**src/rtl/alu_pkg.sv**
```systemverilog
// ============================================================================
//  Module  : alu_pkg
//  Purpose : Shared ALU definitions: result width, opcode encodings and the
//            packed result-entry layout used by the ALU and its result queue.
//  Rev     : 1.0  initial release
// ============================================================================
`default_nettype none

package alu_pkg;

  localparam int ALU_W = 24;

  localparam logic OP_SUB  = 1'b1;
  localparam logic OP_NONE = 1'b0;

  typedef struct packed {
    logic             sel;
    logic             neg;
    logic             zero;
    logic [ALU_W-1:0] data;
  } alu_entry_t;

  // Flags are derived once, when the result is captured.
  function automatic alu_entry_t make_entry(input logic sel, input logic [ALU_W-1:0] data);
    alu_entry_t e;
    e.sel  = sel;
    e.neg  = data[ALU_W-1];
    e.zero = (data == '0);
    e.data = data;
    return e;
  endfunction

endpackage

`default_nettype wire

```
**src/rtl/alu_result_queue.sv**
```systemverilog
// ============================================================================
//  Module  : alu_result_queue
//  Purpose : Small FIFO capturing ALU results with opcode and flags, drained
//            by a consumer over a valid/ready handshake.
//  Rev     : 1.0  initial release
// ============================================================================
`default_nettype none

module alu_result_queue
  import alu_pkg::*;
#(
  parameter int WIDTH = ALU_W,
  parameter int DEPTH = 4,
  localparam int AW   = $clog2(DEPTH)
) (
  input  logic             clk,
  input  logic             rst_n,
  input  logic             flush,
  input  logic             in_valid,
  output logic             in_ready,
  input  logic [WIDTH-1:0] in_data,
  input  logic             in_sel,
  output logic             out_valid,
  input  logic             out_ready,
  output logic [WIDTH-1:0] out_data,
  output logic             out_sel,
  output logic             out_zero,
  output logic             out_neg,
  output logic [AW:0]      count,
  output logic             drop
);

  localparam logic [AW:0] C_FULL = (AW+1)'(DEPTH);

  alu_entry_t    r_mem [DEPTH];
  logic [AW-1:0] r_wr_ptr;
  logic [AW-1:0] r_rd_ptr;
  logic [AW:0]   r_count;
  logic          r_drop;

  logic w_push;
  logic w_pop;

  // No pass-through: a full queue refuses input even while it is being drained.
  assign in_ready  = (r_count != C_FULL);
  assign out_valid = (r_count != '0);
  assign w_push    = in_valid & in_ready;
  assign w_pop     = out_valid & out_ready;

  assign out_data = r_mem[r_rd_ptr].data;
  assign out_sel  = r_mem[r_rd_ptr].sel;
  assign out_zero = r_mem[r_rd_ptr].zero;
  assign out_neg  = r_mem[r_rd_ptr].neg;
  assign count    = r_count;
  assign drop     = r_drop;

  always_ff @(posedge clk or negedge rst_n) begin
    if (!rst_n) begin
      r_wr_ptr <= '0;
      r_rd_ptr <= '0;
      r_count  <= '0;
    end else if (flush) begin
      r_wr_ptr <= '0;
      r_rd_ptr <= '0;
      r_count  <= '0;
    end else begin
      if (w_push) r_wr_ptr <= r_wr_ptr + 1'b1;
      if (w_pop)  r_rd_ptr <= r_rd_ptr + 1'b1;
      if (w_push && !w_pop)      r_count <= r_count + 1'b1;
      else if (w_pop && !w_push) r_count <= r_count - 1'b1;
    end
  end

  // Sticky overflow indicator; survives flush, cleared only by reset.
  always_ff @(posedge clk or negedge rst_n) begin
    if (!rst_n)                     r_drop <= 1'b0;
    else if (in_valid && !in_ready) r_drop <= 1'b1;
  end

  // Storage carries no reset; contents are only observed while out_valid is high.
  always_ff @(posedge clk) begin
    if (w_push && !flush)
      r_mem[r_wr_ptr] <= make_entry(in_sel, in_data);
  end

endmodule

`default_nettype wire

```
**config.mk**
```make
export PLATFORM = sky130hd
export DESIGN_NAME = alu_result_queue
export DESIGN_NICKNAME = d
export VERILOG_FILES = /design/src/rtl/alu_pkg.sv /design/src/rtl/alu_result_queue.sv
export SDC_FILE = /design/constraint.sdc
export NUM_CORES = 1
export LEC_CHECK = 0
export ABC_AREA = 0
export CORE_ASPECT_RATIO = 0.7
export CORE_MARGIN = 2
export CORE_UTILIZATION = 25
export CTS_BUF_LIST = sky130_fd_sc_hd__clkbuf_8
export CTS_CLUSTER_DIAMETER = 60
export DETAILED_ROUTE_END_ITERATION = 16
export REMOVE_ABC_BUFFERS = 1
export SETUP_SLACK_MARGIN = 0.15
export SLEW_MARGIN = 15
export SYNTH_ARGS = -nofsm -noshare
export SYNTH_HDL_FRONTEND = slang
export SYNTH_SLANG_ARGS = --single-unit
export TNS_END_PERCENT = 5
```
**constraint.sdc**
```tcl
create_clock -name clk -period 5.47 [get_ports clk]
set_input_delay 0.547 -clock clk [delete_from_list [all_inputs] [get_ports clk]]
set_output_delay 0.547 -clock clk [all_outputs]
set_load 0.1 [all_outputs]
```
==> parameters.txt <==
Parameter                              Value

Status
  Status    completed

Clocking
  Count of instances resized after the clock tree is built    0
  Cts bufs inserted    9
  TritonCTS clock tree    done
  Max Buffers Root-to-Sink    2
  Number of hold buffers added after CTS    0
  Clock latency reported for the late side of the worst-skew pair    0.38 ns
  Clock tree root driver cell    sky130_fd_sc_hd__clkbuf_8
  Number of buffers inserted by post-CTS setup repair    0
  Clock net sink count    112
  H-tree depth    3
  Register clock-pin slew on the reported worst setup and hold paths    0.11 ns

Logic synthesis
  Biggest area consumer among synthesized cells    sky130_fd_sc_hd__edfxtp_1
  Number of warnings issued by yosys    0
  Share of synthesized area occupied by flip-flops and latches    approximately three quarters
  Top post-synthesis cells by area    sky130_fd_sc_hd__edfxtp_1 (71%), sky130_fd_sc_hd__mux4_2 (13%), sky130_fd_sc_hd__dfrtp_1 (4.5%)
  Number of enable flip-flop cells after synthesis    roughly 100
  Post-synth top flop    sky130_fd_sc_hd__edfxtp_1
  Gate count after technology mapping    approximately 210
  Post-synthesis register bit count    112
  Number of unique standard cell types used by synthesis    36
  Share of the synthesized area in the top cell type    slightly above 70%
  Most instantiated library cell after synthesis    sky130_fd_sc_hd__edfxtp_1
  Per-instance average area after synthesis    around 21 sq um
  Top cell types by occurrence after synthesis    sky130_fd_sc_hd__edfxtp_1 (104), sky130_fd_sc_hd__mux4_2 (26), sky130_fd_sc_hd__dfrtp_1 (8), sky130_fd_sc_hd__nor2_1 (8), sky130_fd_sc_hd__inv_1 (7)
  Post-synthesis instance area    about 4400 sq um
  Post-synth ARST share    under 10%

Floorplanning
  Core Region    ~17,000 sq um
  I/O pin count    63
  Initial Utilization    approximately a quarter
  Die extent in x    163 um
  Std cell rows    40
  Die Footprint    around 19,000 sq um
  Die height    115 um

Drt
  DRT Wirelength    around 9300 um
  Ratio of routed vias to standard cells    around 4.3
  Vias    2,208
  Post-DR wirelength/cell    approximately 18 um
  Antenna-violating nets left    0
  Number of DRC markers in iteration 0    176
  Count of TritonRoute iterations in the first routing pass    4
  Number of remaining DRC errors    0

Cells and area
  Antenna fix cells    0
  Area grow syn2layout    23.8%
  Final nets    roughly 310
  Non-Filler Instances    between 500 and 600
  Layout cell share with drive strength beyond 1    17.4%
  Count of filler cells inserted in the layout    1,711

Critical path
  Kind of start point of the critical path    register
  Family with the most delay on the worst path    flip-flops
  Data required time of the worst path    about 4.9 ns
  CP max stage cell    sky130_fd_sc_hd__dfrtp_2
  Type of the setup path with the least slack    register to output pin
  Critical Path AT    around 3 ns
  Largest fanout of any net on the critical path    28
  Cell breakdown of the critical path    mux4_2 -> clkdlybuf4s50_1
  Highest cell delay on the worst timing path    roughly 1.0 ns
  Kind of end point of the critical path    output pin
  Buffers and inverters on the worst path    1

Timing
  Final critical path time including I/O delays and setup    3.60 ns
  Slew Limit Headroom    31.8%
  Period utilisation layout    between 60% and 70%
  Final Max Slew Viols    0
  Post-route worst hold slack    ~0.45 ns
  Worst clock skew    between 0.015 and 0.02 ns
  Sum Neg Setup Slack    0 ns
  Max frequency    approximately 0.28 GHz
  Slew @ Worst Pin    1.02 ns
  RSZ-0062 raised after global routing    false
  Crit path setup slack, layout    around 1.9 ns
  Number of failing hold endpoints at the final stage    0
  Finish-stage setup viols    0

Global route
  Pin count of the biggest net entering global routing    29
  Number of global-route vias before repair    2,356
  First-pass GRT wire length    14,000 um
  Number of antenna violations at the first check in global routing    0
  Sum of overflow across all layers after global routing    0
  All-Layer GR Usage    between 10% and 20%

Placement
  Quantity of I/O buffers inserted on ports    62
  Dpl hpwl    around 6100 um
  Routability cong.    around 0.75
  Worst slack, placed    2.19 ns
  Cell count after placement    497

Pwr
  Highest ir drop seen on vdd    between 0.4 and 0.5 mV
  Pwr dens    approximately 520 nW/um^2
  P_leak    ~1.7 nW

Flow run
  Count of maximum capacitance violations    0

Worst hold path
  Worst hold-check path type    input pin to async pin
-- final cells by class --
type                            count  area (sq um)  share of cell area, %
Timing Repair Buffer               67           658                   12.0
Tap cell                          231           289                   5.28
Clock buffer                        9           124                   2.26
Multi-Input combinational cell     80           982                   17.9
Inverter                            7          26.3                  0.480
Sequential cell                   112          3320                   60.7
Clock inverter                      7          70.1                   1.28
-- state kept, by name, indices dropped and copies added, names as in the netlist --
| register | count |
|---|---|
| count | 3 |
| drop | 1 |
| r_mem | 104 |
| r_rd_ptr | 2 |
| r_wr_ptr | 2 |
-- kinds of logic (layout without fill, tap and decap cells) --
logic type	count (synthesis)	after routing	synth area share, %
AO/OA/AOI/OAI	15	15	2.52
XOR/XNOR	2	2	0.396
adder cells (fa/ha/maj)	5	5	1.59
buffers and inverters	20	90	2.60
flip-flops	112	112	75.2
multiplexers	29	29	14.0
AND/OR/NAND/NOR	29	29	3.68
-- where the power goes --
| part | internal [W] | total, W | switching (W) | leakage (nW) |
|---|---|---|---|---|
| clock network | 0.000213 | 0.000491 | 0.000278 | 0.101 |
| logic | 0.000354 | 0.00126 | 0.000905 | 0.580 |
| registers | 0.000994 | 0.00109 | 0.0000989 | 1.05 |
| total | 0.00156 | 0.00284 | 0.00128 | 1.73 |
-- metrics by stage --
step / area, sq um / total power [W] / util (%)
after floorplan: 4330 / 0.00207 / -
after global placement: 5280 / 0.00238 / 30.7
after detailed placement: 5280 / 0.00238 / 30.7
after CTS: 5470 / 0.00288 / 31.8
after global routing: 5470 / 0.00296 / 31.8
final: 5470 / 0.00284 / 31.8
-- placed cells by master, fill, tap and decap left out, types with 2 or more instances in the layout --
cell / instances
sky130_fd_sc_hd__nor4_1: 6
sky130_fd_sc_hd__buf_4: 5
sky130_fd_sc_hd__xor2_1: 2
sky130_fd_sc_hd__o31ai_1: 2
sky130_fd_sc_hd__o21ai_0: 3
sky130_fd_sc_hd__mux2i_1: 2
sky130_fd_sc_hd__clkinv_2: 2
sky130_fd_sc_hd__and2_1: 4
sky130_fd_sc_hd__mux4_2: 26
sky130_fd_sc_hd__inv_6: 2
sky130_fd_sc_hd__ha_1: 4
sky130_fd_sc_hd__nand3b_1: 2
sky130_fd_sc_hd__dfrtp_1: 7
sky130_fd_sc_hd__nand3_1: 2
sky130_fd_sc_hd__edfxtp_1: 104
sky130_fd_sc_hd__nor2_1: 8
sky130_fd_sc_hd__inv_1: 7
sky130_fd_sc_hd__clkbuf_8: 9
sky130_fd_sc_hd__clkdlybuf4s50_1: 62
sky130_fd_sc_hd__a21oi_1: 2
-- per-layer routing --
metal,global-route usage [%],wire length (um),vias to the layer above
met3,3.61,532,9
met2,15.8,4230,67
met1,14.6,4480,1138
met4,2.65,66,0
li1,-,-,994
met5,0,0,-
-- final timing paths --
check / start / to / slack [ns] / cells past startpoint
min in group clk: drop$_DFFE_PN0P_ / drop$_DFFE_PN0P_ / 0.48 / 1
max in group asynchronous: rst_n / r_rd_ptr[0]$_DFFE_PN0P_ / 4.68 / 1
hold reg to reg: drop$_DFFE_PN0P_ / drop$_DFFE_PN0P_ / 0.48 / 1
setup reg to reg: count[2]$_DFFE_PN0P_ / count[2]$_DFFE_PN0P_ / 2.77 / 7
hold / removal: rst_n / drop$_DFFE_PN0P_ / 0.45 / 1
setup / recovery: r_rd_ptr[0]$_DFFE_PN0P_ / out_data[19] / 1.87 / 2
Power figures use the tool's default switching activity.
